## src/rtl/reg_writeback_queue_pkg.sv

```systemverilog
// Shared widths, queue sizing and drain-FSM encodings for the register write-back queue.
package reg_writeback_queue_pkg;
  localparam int ADDR_W    = 5;
  localparam int DATA_W    = 32;
  localparam int WBQ_DEPTH = 4;
  localparam int WBQ_PTR_W = 2;

  localparam logic [0:0] WBQ_IDLE  = 1'b0;
  localparam logic [0:0] WBQ_DRAIN = 1'b1;

  typedef struct packed {
    logic [ADDR_W-1:0] addr;
    logic [DATA_W-1:0] data;
  } wb_entry_t;
endpackage

```

## src/rtl/reg_writeback_queue_if.sv

```systemverilog
// Bundle of producer, register-file, lookup and status signals around the write-back queue.
interface reg_writeback_queue_if
  import reg_writeback_queue_pkg::*;
#(
  parameter int PTR_W = WBQ_PTR_W
) ();
  // X_VALID/X_READY: a result transfers at the rising edge where both are high;
  // READY never depends on the same-cycle drain, only on registered occupancy.
  logic              A_VALID;
  logic [ADDR_W-1:0] A_ADDR;
  logic [DATA_W-1:0] A_DATA;
  logic              A_READY;
  logic              B_VALID;
  logic [ADDR_W-1:0] B_ADDR;
  logic [DATA_W-1:0] B_DATA;
  logic              B_READY;
  logic              RF_STALL;
  logic              RF_WRITE;
  logic [ADDR_W-1:0] RF_ADDR_W;
  logic [DATA_W-1:0] RF_DATA_W;
  logic [ADDR_W-1:0] LK_ADDR;
  logic              LK_HIT;
  logic [DATA_W-1:0] LK_DATA;
  logic [PTR_W:0]    COUNT;
  logic [0:0]        DBG_STATE;

  modport slave (
    input  A_VALID, A_ADDR, A_DATA, B_VALID, B_ADDR, B_DATA, RF_STALL, LK_ADDR,
    output A_READY, B_READY, RF_WRITE, RF_ADDR_W, RF_DATA_W, LK_HIT, LK_DATA, COUNT, DBG_STATE
  );

  modport master (
    output A_VALID, A_ADDR, A_DATA, B_VALID, B_ADDR, B_DATA, RF_STALL, LK_ADDR,
    input  A_READY, B_READY, RF_WRITE, RF_ADDR_W, RF_DATA_W, LK_HIT, LK_DATA, COUNT, DBG_STATE
  );
endinterface

```

## src/rtl/reg_wbq_entry_store.sv

```systemverilog
// DEPTH-entry {valid,addr,data} store: two writes at tail, read/clear at head, parallel lookup.
// WBQ_BYPASS_EN: when defined, lk_data carries the youngest matching entry's data.
module reg_wbq_entry_store
  import reg_writeback_queue_pkg::*;
#(
  parameter int DEPTH = WBQ_DEPTH,
  parameter int PTR_W = WBQ_PTR_W
) (
  input  logic              clk,
  input  logic              rst,
  input  logic              wr0_en,
  input  logic [PTR_W-1:0]  wr0_idx,
  input  wb_entry_t         wr0_entry,
  input  logic              wr1_en,
  input  logic [PTR_W-1:0]  wr1_idx,
  input  wb_entry_t         wr1_entry,
  input  logic              clr_en,
  input  logic [PTR_W-1:0]  rd_idx,
  output wb_entry_t         rd_entry,
  input  logic [ADDR_W-1:0] lk_addr,
  output logic [DEPTH-1:0]  lk_match,
  output logic [DATA_W-1:0] lk_data
);
  logic [DEPTH-1:0]      valid_q, valid_d;
  wb_entry_t [DEPTH-1:0] entry_q, entry_d;

  always_comb begin
    valid_d = valid_q;
    entry_d = entry_q;
    if (clr_en) valid_d[rd_idx] = 1'b0;
    if (wr0_en) begin
      valid_d[wr0_idx] = 1'b1;
      entry_d[wr0_idx] = wr0_entry;
    end
    if (wr1_en) begin
      valid_d[wr1_idx] = 1'b1;
      entry_d[wr1_idx] = wr1_entry;
    end
  end

  always_ff @(posedge clk) begin
    if (rst) begin
      valid_q <= '0;
      entry_q <= '0;
    end else begin
      valid_q <= valid_d;
      entry_q <= entry_d;
    end
  end

  assign rd_entry = entry_q[rd_idx];

  always_comb begin
    lk_match = '0;
    for (int i = 0; i < DEPTH; i++) begin
      lk_match[i] = valid_q[i] && (entry_q[i].addr == lk_addr);
    end
  end

  // Walk oldest to youngest from the head so the last match found is the newest.
  always_comb begin
    lk_data = '0;
`ifdef WBQ_BYPASS_EN
    for (int k = 0; k < DEPTH; k++) begin
      if (lk_match[rd_idx + PTR_W'(k)]) lk_data = entry_q[rd_idx + PTR_W'(k)].data;
    end
`endif
  end
endmodule

```

## src/rtl/reg_writeback_queue.sv

```systemverilog
// In-order write-back queue feeding the register file write port from an ALU and a load port.
// WBQ_BYPASS_EN (in the entry store) selects forwarding lookup data versus a pure hazard flag.
module reg_writeback_queue
  import reg_writeback_queue_pkg::*;
#(
  parameter int DEPTH = WBQ_DEPTH,
  parameter int PTR_W = WBQ_PTR_W
) (
  input  logic                  CLK,
  input  logic                  RST,
  reg_writeback_queue_if.slave  wb
);
  localparam logic [PTR_W:0] DEPTH_C = (PTR_W+1)'(DEPTH);
  localparam logic [PTR_W:0] ONE_C   = (PTR_W+1)'(1);
  localparam logic [PTR_W:0] TWO_C   = (PTR_W+1)'(2);

  logic [PTR_W-1:0]  head_q, head_d, tail_q, tail_d;
  logic [PTR_W:0]    count_q, count_d, free;
  logic [0:0]        state_q, state_d;
  logic              rf_write_q, rf_write_d;
  logic [ADDR_W-1:0] rf_addr_q, rf_addr_d;
  logic [DATA_W-1:0] rf_data_q, rf_data_d;
  logic              a_ready, b_ready, enq_a, enq_b, drain;
  logic [1:0]        n_enq;
  wb_entry_t         a_entry, b_entry, head_entry;
  logic [DEPTH-1:0]  lk_match;
  logic [DATA_W-1:0] lk_data;

  // Register 0 is hardwired; such results complete the handshake but are dropped.
  always_comb begin
    free    = DEPTH_C - count_q;
    a_ready = (free != '0);
    b_ready = (free >= TWO_C) || ((free == ONE_C) && !wb.A_VALID);
    enq_a   = wb.A_VALID && a_ready && (wb.A_ADDR != '0);
    enq_b   = wb.B_VALID && b_ready && (wb.B_ADDR != '0);
    n_enq   = {1'b0, enq_a} + {1'b0, enq_b};
    drain   = (state_q == WBQ_DRAIN) && !wb.RF_STALL;
    a_entry.addr = wb.A_ADDR;
    a_entry.data = wb.A_DATA;
    b_entry.addr = wb.B_ADDR;
    b_entry.data = wb.B_DATA;
  end

  reg_wbq_entry_store #(
    .DEPTH (DEPTH),
    .PTR_W (PTR_W)
  ) u_store (
    .clk       (CLK),
    .rst       (RST),
    .wr0_en    (enq_a),
    .wr0_idx   (tail_q),
    .wr0_entry (a_entry),
    .wr1_en    (enq_b),
    .wr1_idx   (tail_q + PTR_W'(enq_a)),
    .wr1_entry (b_entry),
    .clr_en    (drain),
    .rd_idx    (head_q),
    .rd_entry  (head_entry),
    .lk_addr   (wb.LK_ADDR),
    .lk_match  (lk_match),
    .lk_data   (lk_data)
  );

  always_comb begin
    head_d     = head_q + PTR_W'(drain);
    tail_d     = tail_q + PTR_W'(n_enq);
    count_d    = count_q + (PTR_W+1)'(n_enq) - (PTR_W+1)'(drain);
    state_d    = (count_d != '0) ? WBQ_DRAIN : WBQ_IDLE;
    rf_write_d = drain;
    rf_addr_d  = rf_addr_q;
    rf_data_d  = rf_data_q;
    if (drain) begin
      rf_addr_d = head_entry.addr;
      rf_data_d = head_entry.data;
    end
  end

  always_ff @(posedge CLK) begin
    if (RST) begin
      head_q     <= '0;
      tail_q     <= '0;
      count_q    <= '0;
      state_q    <= WBQ_IDLE;
      rf_write_q <= 1'b0;
      rf_addr_q  <= '0;
      rf_data_q  <= '0;
    end else begin
      head_q     <= head_d;
      tail_q     <= tail_d;
      count_q    <= count_d;
      state_q    <= state_d;
      rf_write_q <= rf_write_d;
      rf_addr_q  <= rf_addr_d;
      rf_data_q  <= rf_data_d;
    end
  end

  assign wb.A_READY   = a_ready;
  assign wb.B_READY   = b_ready;
  assign wb.RF_WRITE  = rf_write_q;
  assign wb.RF_ADDR_W = rf_addr_q;
  assign wb.RF_DATA_W = rf_data_q;
  assign wb.LK_HIT    = (|lk_match) && (wb.LK_ADDR != '0);
  assign wb.LK_DATA   = lk_data;
  assign wb.COUNT     = count_q;
  assign wb.DBG_STATE = state_q;
endmodule

```

## src/flat_wrapper.sv

```systemverilog
// flat-port wrapper written by rule: the top's interface ports become plain ports
module reg_writeback_queue_flat import reg_writeback_queue_pkg::*;
#(
  parameter int DEPTH = WBQ_DEPTH,
  parameter int PTR_W = WBQ_PTR_W
)
  (CLK, RST, wb_A_VALID, wb_A_ADDR, wb_A_DATA, wb_B_VALID, wb_B_ADDR, wb_B_DATA, wb_RF_STALL, wb_LK_ADDR, wb_A_READY, wb_B_READY, wb_RF_WRITE, wb_RF_ADDR_W, wb_RF_DATA_W, wb_LK_HIT, wb_LK_DATA, wb_COUNT, wb_DBG_STATE);
  reg_writeback_queue_if #(.PTR_W(PTR_W)) wb_i ();
  input  logic CLK;
  input  logic RST;
  input wire logic [$bits(wb_i.A_VALID)-1:0] wb_A_VALID;
  input wire logic [$bits(wb_i.A_ADDR)-1:0] wb_A_ADDR;
  input wire logic [$bits(wb_i.A_DATA)-1:0] wb_A_DATA;
  input wire logic [$bits(wb_i.B_VALID)-1:0] wb_B_VALID;
  input wire logic [$bits(wb_i.B_ADDR)-1:0] wb_B_ADDR;
  input wire logic [$bits(wb_i.B_DATA)-1:0] wb_B_DATA;
  input wire logic [$bits(wb_i.RF_STALL)-1:0] wb_RF_STALL;
  input wire logic [$bits(wb_i.LK_ADDR)-1:0] wb_LK_ADDR;
  output wire logic [$bits(wb_i.A_READY)-1:0] wb_A_READY;
  output wire logic [$bits(wb_i.B_READY)-1:0] wb_B_READY;
  output wire logic [$bits(wb_i.RF_WRITE)-1:0] wb_RF_WRITE;
  output wire logic [$bits(wb_i.RF_ADDR_W)-1:0] wb_RF_ADDR_W;
  output wire logic [$bits(wb_i.RF_DATA_W)-1:0] wb_RF_DATA_W;
  output wire logic [$bits(wb_i.LK_HIT)-1:0] wb_LK_HIT;
  output wire logic [$bits(wb_i.LK_DATA)-1:0] wb_LK_DATA;
  output wire logic [$bits(wb_i.COUNT)-1:0] wb_COUNT;
  output wire logic [$bits(wb_i.DBG_STATE)-1:0] wb_DBG_STATE;
  assign wb_i.A_VALID = wb_A_VALID;
  assign wb_i.A_ADDR = wb_A_ADDR;
  assign wb_i.A_DATA = wb_A_DATA;
  assign wb_i.B_VALID = wb_B_VALID;
  assign wb_i.B_ADDR = wb_B_ADDR;
  assign wb_i.B_DATA = wb_B_DATA;
  assign wb_i.RF_STALL = wb_RF_STALL;
  assign wb_i.LK_ADDR = wb_LK_ADDR;
  assign wb_A_READY = wb_i.A_READY;
  assign wb_B_READY = wb_i.B_READY;
  assign wb_RF_WRITE = wb_i.RF_WRITE;
  assign wb_RF_ADDR_W = wb_i.RF_ADDR_W;
  assign wb_RF_DATA_W = wb_i.RF_DATA_W;
  assign wb_LK_HIT = wb_i.LK_HIT;
  assign wb_LK_DATA = wb_i.LK_DATA;
  assign wb_COUNT = wb_i.COUNT;
  assign wb_DBG_STATE = wb_i.DBG_STATE;
  reg_writeback_queue #(.DEPTH(DEPTH), .PTR_W(PTR_W)) u_core (.CLK(CLK), .RST(RST), .wb(wb_i));
endmodule
```

## config.mk

```make
export PLATFORM = sky130hd
export DESIGN_NAME = reg_writeback_queue_flat
export DESIGN_NICKNAME = d
export VERILOG_FILES = /design/src/rtl/reg_writeback_queue_pkg.sv /design/src/rtl/reg_writeback_queue_if.sv /design/src/rtl/reg_wbq_entry_store.sv /design/src/rtl/reg_writeback_queue.sv /design/src/flat_wrapper.sv
export SDC_FILE = /design/constraint.sdc
export NUM_CORES = 1
export LEC_CHECK = 0
export CAP_MARGIN = 20
export CORE_AREA = 3 3 153 155
export DETAILED_ROUTE_END_ITERATION = 8
export DIE_AREA = 0 0 156 158
export GPL_TIMING_DRIVEN = 0
export PLACE_DENSITY = 0.77
export SETUP_SLACK_MARGIN = 0.2
export SYNTH_ARGS = -nofsm -noshare
export SYNTH_HDL_FRONTEND = slang
export SYNTH_HIERARCHICAL = 1
export SYNTH_SLANG_ARGS = --single-unit
```

## constraint.sdc

```tcl
create_clock -name CLK -period 7.1 [get_ports CLK]
set_input_delay 1.42 -clock CLK [delete_from_list [all_inputs] [get_ports CLK]]
set_output_delay 1.42 -clock CLK [all_outputs]
set_load 0.005 [all_outputs]
```

==> results of run 1 <==
-- per-stage QoR --
| stage | worst slack [ns] | util | instances | hold WS (ns) | instance area, µm² |
|---|---|---|---|---|---|
| after CTS | 2.24 | 0.562 | 1574 | 0.456 | 12300 |
| after floorplan | 2.87 | - | 1138 | 0.453 | 10100 |
| after global placement | 2.11 | 0.533 | 1545 | 0.444 | 11700 |
| after global routing | 2.11 | 0.562 | 1574 | 0.468 | 12300 |
| after detailed placement | 2.00 | 0.533 | 1545 | 0.446 | 11700 |
| final | 2.22 | 0.562 | 1574 | 0.455 | 12300 |
-- registers in the layout, summed over array words and instances, names as in the netlist --
signal	count
u_core/wb.RF_WRITE	1
u_core/u_store/valid_q	4
u_core/wb.RF_ADDR_W	5
u_core/u_store/entry_q	148
u_core/tail_q	2
u_core/wb.COUNT	3
u_core/wb.RF_DATA_W	32
u_core/head_q	2
u_core/wb.DBG_STATE	1
-- cells in the final DEF, fill, tap and decap left out, types with 2 or more instances in the layout --
| master | instances |
|---|---|
| buf_1 | 9 |
| nand3b_1 | 4 |
| nor4_1 | 5 |
| conb_1 | 32 |
| clkbuf_16 | 17 |
| o21ai_0 | 4 |
| nor3_1 | 150 |
| bufinv_16 | 4 |
| clkbuf_1 | 51 |
| buf_2 | 42 |
| buf_6 | 4 |
| and3b_1 | 2 |
| clkbuf_8 | 4 |
| nand2_1 | 75 |
| xnor2_1 | 7 |
| nand3_1 | 2 |
| xor2_1 | 17 |
| dfxtp_1 | 198 |
| mux4_2 | 37 |
| or3_1 | 2 |
| inv_2 | 2 |
| nor2_1 | 153 |
| and2_1 | 38 |
| ha_1 | 11 |
| clkinv_4 | 2 |
| and3_1 | 5 |
| nor2b_1 | 41 |
| clkdlybuf4s50_1 | 127 |
| a221oi_2 | 19 |
| inv_1 | 9 |
| buf_4 | 37 |
| a221oi_1 | 129 |
| a31oi_1 | 4 |
| a21oi_1 | 38 |
-- power by group --
group / switching (mW) / internal [mW]
clock: 0.428 / 0.624
sequential: 0.242 / 1.46
combinational: 1.26 / 1.01
total: 1.93 / 3.10
-- cells by family (layout without fill, tap and decap cells) --
| kind of cell | after synthesis | count (layout) | synth area share |
|---|---|---|---|
| buffers and inverters | 153 | 309 | 0.0798 |
| XOR/XNOR | 25 | 25 | 0.0233 |
| multiplexers | 37 | 37 | 0.0836 |
| AND/OR/NAND/NOR | 484 | 484 | 0.231 |
| adder cells (fa/ha/maj) | 12 | 12 | 0.0158 |
| flip-flops | 198 | 198 | 0.398 |
| other | 1 | 32 | 0.000376 |
| AO/OA/AOI/OAI | 197 | 197 | 0.168 |
-- worst reg2reg max path, stage by stage, from the launching register on --
cell and delay, ns:
dfxtp_1 0.40, inv_1 0.08, ha_1 0.20, ha_1 0.27
nor3_1 0.33, o21ai_1 0.22, o211a_1 0.30, ha_1 0.37
inv_1 0.06, ha_1 0.28, inv_1 0.05, ha_1 0.20
fa_1 0.43, xnor3_1 0.37, nor2_1 0.05, or3_1 0.32
-- final timing paths --
path                                        from                                  end  slack, ns  depth (start not counted)
max                                wb_LK_ADDR[0]                            wb_LK_HIT       2.22                          8
max reg2reg        u_core/wb.COUNT[0]$_SDFF_PP0_       u_core/wb.DBG_STATE$_SDFF_PP0_       3.06                         15
min reg2reg  u_core/wb.RF_DATA_W[3]$_SDFFE_PP0P_  u_core/wb.RF_DATA_W[3]$_SDFFE_PP0P_       0.45                          2
min          u_core/wb.RF_DATA_W[3]$_SDFFE_PP0P_  u_core/wb.RF_DATA_W[3]$_SDFFE_PP0P_       0.45                          2
-- routing by layer --
layer,track usage,vias to the layer above
met2,0.426,819
li1,-,4339
met1,0.350,4588
met3,0.0722,133
met4,0.126,0
met5,0,-
-- cell type report --
| class | count | area, µm² |
|---|---|---|
| buffer | 142 | 754 |
| fill | 1908 | 9620 |
| clock inverter | 7 | 145 |
| sequential | 198 | 3960 |
| timing repair buffer | 127 | 1270 |
| tap | 280 | 350 |
| multi-input combinational | 787 | 5320 |
| clock buffer | 22 | 484 |
| inverter | 11 | 41.3 |
==> results.cfg, run 1 <==
[status]
status = finished clean

[sta]
slew_headroom = 0.505
fin_tns_setup_ns = 0
post-route-period-util = 0.688
drv_slew = 0
rsz0062_at_grt = no
setup_violations = 0
fin_skew_ns = 0.00907
tightest_slew_ns = 0.742
hold_violations = 0
max_freq_mhz = 205
finalCriticalPeriod_ns = 4.88

[logic_synthesis]
synth_enable_flop_cells = 0
synthTopCellsByArea = dfxtp_1 40%, a221oi_1 11%, mux4_2 8.4%
synthArstFlopShare = 0
synthCells = 1107
yosys.area.top_type = dfxtp_1
synthFlopType = dfxtp_1
syn-cell-area_um2 = 9970
synth.most_common_cell = dfxtp_1
synth_commonest_cells = 198 x dfxtp_1, 153 x nor2_1, 150 x nor3_1
synth_seq_cells = 198
synth_top_area_frac = 0.398
ys_seq_area_frac = 0.398
syn_area_per_cell_um2 = 9.00
synth_cell_types = 41
yosysWarnings = 6

[drt]
firstDrtPassIters = 9
route.met2.wl_um = 15800
drt_wl_total_um = 34600
drt-met1-wl_um = 13100
drc = 0
wl_met3_um = 4340
drt_iter0_markers = 1252
vias = 9879
top_layer = met4
postRouteAntennaNets = 0
via_per_inst = 6.28
post_drt_wl_per_cell_um = 22.0

[critical_path]
max_stage_delay_ns = 0.52
path_buf_inv = 3
crit_type = in2out
cpLargestDelayFamily = buffers and inverters
required_ns = 5.68
end_kind = output pin
cp_max_fo = 4
cpMaxStageDelayCell = clkdlybuf4s50_1
path_cells = clkdlybuf4s50_1 -> clkbuf_1 -> xor2_1 -> nor4_1 -> and3_1 -> nor4_1 -> a21oi_1 -> clkdlybuf4s50_1
cp.arrival_ns = 3.46
start_kind = primary input

[layout]
synthToLayoutAreaGrowth_pct = 23.8
fin_nets = 1380
insertedDiodeCount = 0
drive_above_1_share = 0.133

[die]
fp.dieH_um = 158
pin_count = 161
start_util = 0.454
die_area_um2 = 24600
fp.coreArea_um2 = 22000
die_x_um = 156
num_rows = 54

[pwr]
power_mw = 5.03
p_leak_nw = 4.50
vdd_drop_max_mv = 0.208
p_per_area_nw_per_um2 = 408

[job]
cap_violations = 0

[clocking]
cts.sinks = 198
cts_hold_buf = 0
cts_resized = 0
clk_latency_ns = 0.44
root_buffer = clkbuf_16
postCtsSetupRepairBufs = 0
cts_max_path_buffers = 2
cts_buffers = 17
clk_pin_slew_worst_paths_ns = 0.06
cts_tree = built
h-tree-depth = 4

[global_route]
grt_usage = 0.271
grt_pass1_wl_um = 52300
grt_remaining_overflow = 0
grt_max_degree = 17
grt_pass1_vias = 9613
antenna_found_initial = 0

[placement]
io_buffers = 127
post-dp-hpwl_um = 23500
gp_congestion = 0.962

[worst_hold_path]
hold_path_class = reg2reg
(Power assumes the default switching activity.)
==> run 2: changes to the inputs <==
Settings changed: PLACE_DENSITY 0.77 to 0.8.
Clock period 7.1 ns to 4.3 ns, I/O delays scaled along.
==> run 2 against run 1 <==
  * Combinational power is 67% higher
  * Clock skew about the same
  * Worst setup slack worse by 1.9 ns
  * Via count increased by 1.4%
  * Hold slack improved by 0.00082 ns
  * Non-clock buffer count unchanged
  * Critical path type is now in2reg
==> results.cfg, run 2 (synthesis gave the netlist of run 1 again) <==
[status]
status = finished clean

[layout]
insertedDiodeCount = 0
largest_reg_flops = 148
largest_register = u_core/u_store/entry_q
synthToLayoutAreaGrowth_pct = 23.1
final_cell_mix = 198 x dfxtp_1, 153 x nor2_1, 150 x nor3_1, 129 x a221oi_1, 126 x clkdlybuf4s50_1
drive_above_1_share = 0.135
final_common_cell = dfxtp_1
nFillCells = 1906
fin_nets = 1380
utilization = 0.559

[job]
cap_violations = 0

[drt]
via_per_inst = 6.36
drt_wl_total_um = 35300
drc = 0
vias = 10022
postRouteAntennaNets = 0
drt_iter0_markers = 1358
post_drt_wl_per_cell_um = 22.4
firstDrtPassIters = 6

[clocking]
clk_latency_ns = 0.44
h-tree-depth = 4
cts.sinks = 198
root_buffer = clkbuf_16
cts_hold_buf = 0
cts_buffers = 17
cts_tree = built
cts_resized = 0
cts_max_path_buffers = 2
postCtsSetupRepairBufs = 0
clk_pin_slew_worst_paths_ns = 0.07

[global_route]
antenna_found_initial = 0
grtUsageMet2 = 0.441
grt_max_degree = 17
grt_remaining_overflow = 0
grt-busiest-layer = met2
grt_pass1_vias = 9981
grt_usage = 0.279
grt_util_met1 = 0.355
use_met3 = 0.0683
grt_pass1_wl_um = 53900

[placement]
gp_congestion = 0.956
io_buffers = 127
post-dp-hpwl_um = 23700

[pwr]
p_leak_nw = 4.47
vdd_drop_max_mv = 0.327
power_mw = 8.16
p_per_area_nw_per_um2 = 665

[critical_path]
start_kind = primary input
end_kind = flip-flop
required_ns = 4.62
crit_type = in2reg
critPathCapture = u_core/wb.DBG_STATE$_SDFF_PP0_
crit_path_start = wb_B_ADDR[2]
r2r-end = u_core/wb.DBG_STATE$_SDFF_PP0_
cp_max_fo = 9
r2r_slack_ns = 0.47
cp.arrival_ns = 4.32
rr_worst_depth = 15
r2r_start = u_core/wb.COUNT[0]$_SDFF_PP0_

[sta]
fin_skew_ns = 0.00943
setup_violations = 0
rsz0062_at_grt = no
post-route-period-util = 0.930
slew_headroom = 0.517
max_freq_mhz = 250
fin_tns_setup_ns = 0
finalCriticalPeriod_ns = 4.00
hold_violations = 0
tightest_slew_ns = 0.724
hold_slack_ns = 0.456
drv_slew = 0

[worst_hold_path]
hold_path_class = reg2reg

[die]
die_area_um2 = 24600
die_x_um = 156
pin_count = 161
fp.coreArea_um2 = 22000
num_rows = 54
fp.dieH_um = 158
start_util = 0.454
run 2: cell count changes in the layout (fill, tap and decap cells not counted):
cell / previous run / this run
inv_6: 0 / 1
o211a_1: 1 / 0
clkinv_4: 2 / 3
bufinv_16: 4 / 1
dlymetal6s2s_1: 0 / 1
o211a_2: 0 / 1
clkinvlp_4: 1 / 3
clkbuf_8: 4 / 2
clkdlybuf4s50_1: 127 / 126
clkinv_2: 0 / 3
run 2: power by group:
group          switching [mW]  internal (mW)
Clock                   0.725          0.828
Sequential              0.401           2.42
Combinational            2.12           1.67
Total                    3.24           4.91
run 2: area by class of cell:
class | instances | area (µm²) | share of cell area
repair buffers | 127 | 1270 | 0.104
well taps | 280 | 350 | 0.0286
inverters | 11 | 41.3 | 0.00337
multi-input cells | 787 | 5320 | 0.434
clock inverters | 11 | 103 | 0.00836
clock buffers | 20 | 457 | 0.0372
flip-flops and latches | 198 | 3960 | 0.323
plain buffers | 142 | 754 | 0.0615
run 2: per-stage QoR:
stage	area [µm²]	worst slack [ns]	instances
finish	12300	0.301	1576
global route	12300	0.218	1576
CTS	12300	0.275	1576
detailed placement	11700	-0.163	1545
global placement	11700	-0.148	1545
floorplan	10100	0.625	1138
run 2: layer usage:
metal | up-vias | wire, µm | share of wire
li1 | 4349 | - | -
met1 | 4643 | 12900 | 0.37
met2 | 856 | 16000 | 0.45
met3 | 174 | 4760 | 0.13
met4 | 0 | 1600 | 0.045
met5 | - | 0 | 0
run 2: worst min-delay path by stage:
stage | start | endpoint | slack, ns | cells past startpoint
global placement | u_core/wb.RF_DATA_W[4]$_SDFFE_PP0P_ | u_core/wb.RF_DATA_W[4]$_SDFFE_PP0P_ | 0.44 | 2
floorplan | u_core/wb.RF_ADDR_W[0]$_SDFFE_PP0P_ | u_core/wb.RF_ADDR_W[0]$_SDFFE_PP0P_ | 0.45 | 2
CTS | u_core/wb.RF_DATA_W[4]$_SDFFE_PP0P_ | u_core/wb.RF_DATA_W[4]$_SDFFE_PP0P_ | 0.46 | 2
detailed placement | u_core/wb.RF_DATA_W[4]$_SDFFE_PP0P_ | u_core/wb.RF_DATA_W[4]$_SDFFE_PP0P_ | 0.45 | 2
global route | u_core/wb.RF_DATA_W[20]$_SDFFE_PP0P_ | u_core/wb.RF_DATA_W[20]$_SDFFE_PP0P_ | 0.48 | 2
finish | u_core/wb.RF_DATA_W[4]$_SDFFE_PP0P_ | u_core/wb.RF_DATA_W[4]$_SDFFE_PP0P_ | 0.46 | 2
run 2: worst max-delay path, stage by stage:
cell,delay [ns]
clkdlybuf4s50_1,0.56
or4_1,0.52
o211a_2,0.34
ha_1,0.32
inv_1,0.06
ha_1,0.26
inv_1,0.04
ha_1,0.19
fa_1,0.43
xnor3_1,0.37
nor2_1,0.04
or3_1,0.32
==> run 3: changes to the inputs <==
Settings changed: CORE_AREA 3 3 153 155 to 3 3 147 149, DIE_AREA 0 0 156 158 to 0 0 150 152, PLACE_DENSITY 0.8 to 0.85.
==> run 3 against run 2 <==
  * Largest power group unchanged
  * Critical path type unchanged
  * Count of clock-buffer cells in the layout fell by 1
  * Largest cell class unchanged
  * Die area down 7.5%
  * Sequential share of layout area fell by 0.18 points
==> results.cfg, run 3 (synthesis gave the netlist of run 1 again) <==
[status]
status = finished clean

[sta]
hold_violations = 0
hold_slack_ns = 0.455
slew_headroom = 0.504
post-route-period-util = 0.910
fin_skew_ns = 0.00812
tightest_slew_ns = 0.744
rsz0062_at_grt = no
finalCriticalPeriod_ns = 3.91
setup_violations = 0
max_freq_mhz = 256
drv_slew = 0

[layout]
final_area_um2 = 12300
largest_register = u_core/u_store/entry_q
fin_nets = 1380
drive_above_1_share = 0.136
final_common_cell = dfxtp_1
insertedDiodeCount = 0
largest_reg_flops = 148
synthToLayoutAreaGrowth_pct = 23.8
final_cell_mix = 198 x dfxtp_1, 153 x nor2_1, 150 x nor3_1, 129 x a221oi_1, 123 x clkdlybuf4s50_1

[drt]
drt_wl_total_um = 34200
post_drt_wl_per_cell_um = 21.9
postRouteAntennaNets = 0
firstDrtPassIters = 6
vias = 10063
drt_iter0_markers = 1535
via_per_inst = 6.43
drc = 0

[pwr]
vdd_drop_max_mv = 0.409
p_leak_nw = 4.53
p_per_area_nw_per_um2 = 672

[clocking]
cts_max_path_buffers = 2
cts_tree = built
clk_pin_slew_worst_paths_ns = 0.06
root_buffer = clkbuf_16
cts.sinks = 198
h-tree-depth = 4
clk_latency_ns = 0.45
cts_buffers = 17

[global_route]
grt_remaining_overflow = 0
grt_usage = 0.292
grt_pass1_wl_um = 53000
grt_max_degree = 17
grt_pass1_vias = 10047
antenna_found_initial = 0

[placement]
gp_congestion = 0.940
post-dp-hpwl_um = 23400
post_dp_cell_area_um2 = 11700
io_buffers = 127

[job]
cap_violations = 0

[die]
start_util = 0.491
die_area_um2 = 22800
fp.dieH_um = 152
num_rows = 52
fp.coreArea_um2 = 20300
die_x_um = 150
pin_count = 161

[critical_path]
crit_type = in2reg
start_kind = primary input
required_ns = 4.62
cp.arrival_ns = 4.23
end_kind = flip-flop
cp_max_fo = 8

[worst_hold_path]
hold_path_class = reg2reg
[run 3: changes by cell type in the layout (fill, tap and decap cells not counted)]
cell and delta:
clkdlybuf4s50_1 -3, clkinvlp_4 +1, o311a_1 -1, clkbuf_8 -1, clkinv_4 -2, o311a_4 +1
dlymetal6s2s_1 +3, bufinv_16 +3, clkinv_2 -1
[run 3: path summary, 6_finish.rpt]
check,from,endpoint,slack (ns),cells past startpoint
min reg2reg,u_core/wb.RF_DATA_W[27]$_SDFFE_PP0P_,u_core/wb.RF_DATA_W[27]$_SDFFE_PP0P_,0.46,2
min,u_core/wb.RF_DATA_W[27]$_SDFFE_PP0P_,u_core/wb.RF_DATA_W[27]$_SDFFE_PP0P_,0.46,2
max,wb_A_ADDR[1],u_core/wb.DBG_STATE$_SDFF_PP0_,0.39,12
max reg2reg,u_core/wb.COUNT[0]$_SDFF_PP0_,u_core/wb.DBG_STATE$_SDFF_PP0_,0.47,15
[run 3: cell type report]
| type | count | area (µm²) |
|---|---|---|
| clock buffer | 19 | 443 |
| timing repair buffer | 127 | 1280 |
| fill | 1711 | 7970 |
| tap | 270 | 338 |
| multi-input combinational | 787 | 5340 |
| sequential | 198 | 3960 |
| buffer | 142 | 754 |
| clock inverter | 12 | 178 |
| inverter | 11 | 41.3 |
[run 3: layer usage]
layer  track usage  up-vias  wire [µm]
li1              -     4345          -
met1         0.369     4683      12400
met2         0.458      892      15700
met3        0.0831      143       4800
met4         0.142        0       1330
met5             0        -          0
[run 3: power breakdown]
group	internal (mW)	switching, mW	total, mW
logic	1.67	2.09	3.77
clock network	0.986	0.721	1.71
registers	2.42	0.400	2.82
[run 3: critical path, cell delays in order]
cell and delay [ns]:
clkdlybuf4s50_1 0.51, or3_1 0.43, o311a_4 0.36, ha_1 0.32, inv_1 0.06, ha_1 0.27
inv_1 0.04, ha_1 0.20, fa_1 0.44, xnor3_1 0.37, nor2_1 0.05, or3_1 0.32
[run 3: what timing repair did]
| action | CTS | global route |
|---|---|---|
| endpoints found under the setup margin | 0 | 1 |
| buffers inserted | 0 | 0 |
| hold buffers | 0 | 0 |
| resized for setup | 0 | 6 |
[run 3: metrics by stage]
step | power [mW] | instances | utilization | TNS (ns) | worst slack (ns)
6_report | 8.29 | 1566 | 0.608 | 0 | 0.387
5_1_grt | 8.67 | 1566 | 0.608 | 0 | 0.231
4_1_cts | 8.17 | 1566 | 0.607 | 0 | 0.247
3_5_place_dp | 6.46 | 1535 | 0.576 | -0.193 | -0.193
3_3_place_gp | 6.30 | 1535 | 0.576 | -0.146 | -0.146
2_1_floorplan | 5.29 | 1138 | - | 0 | 0.625
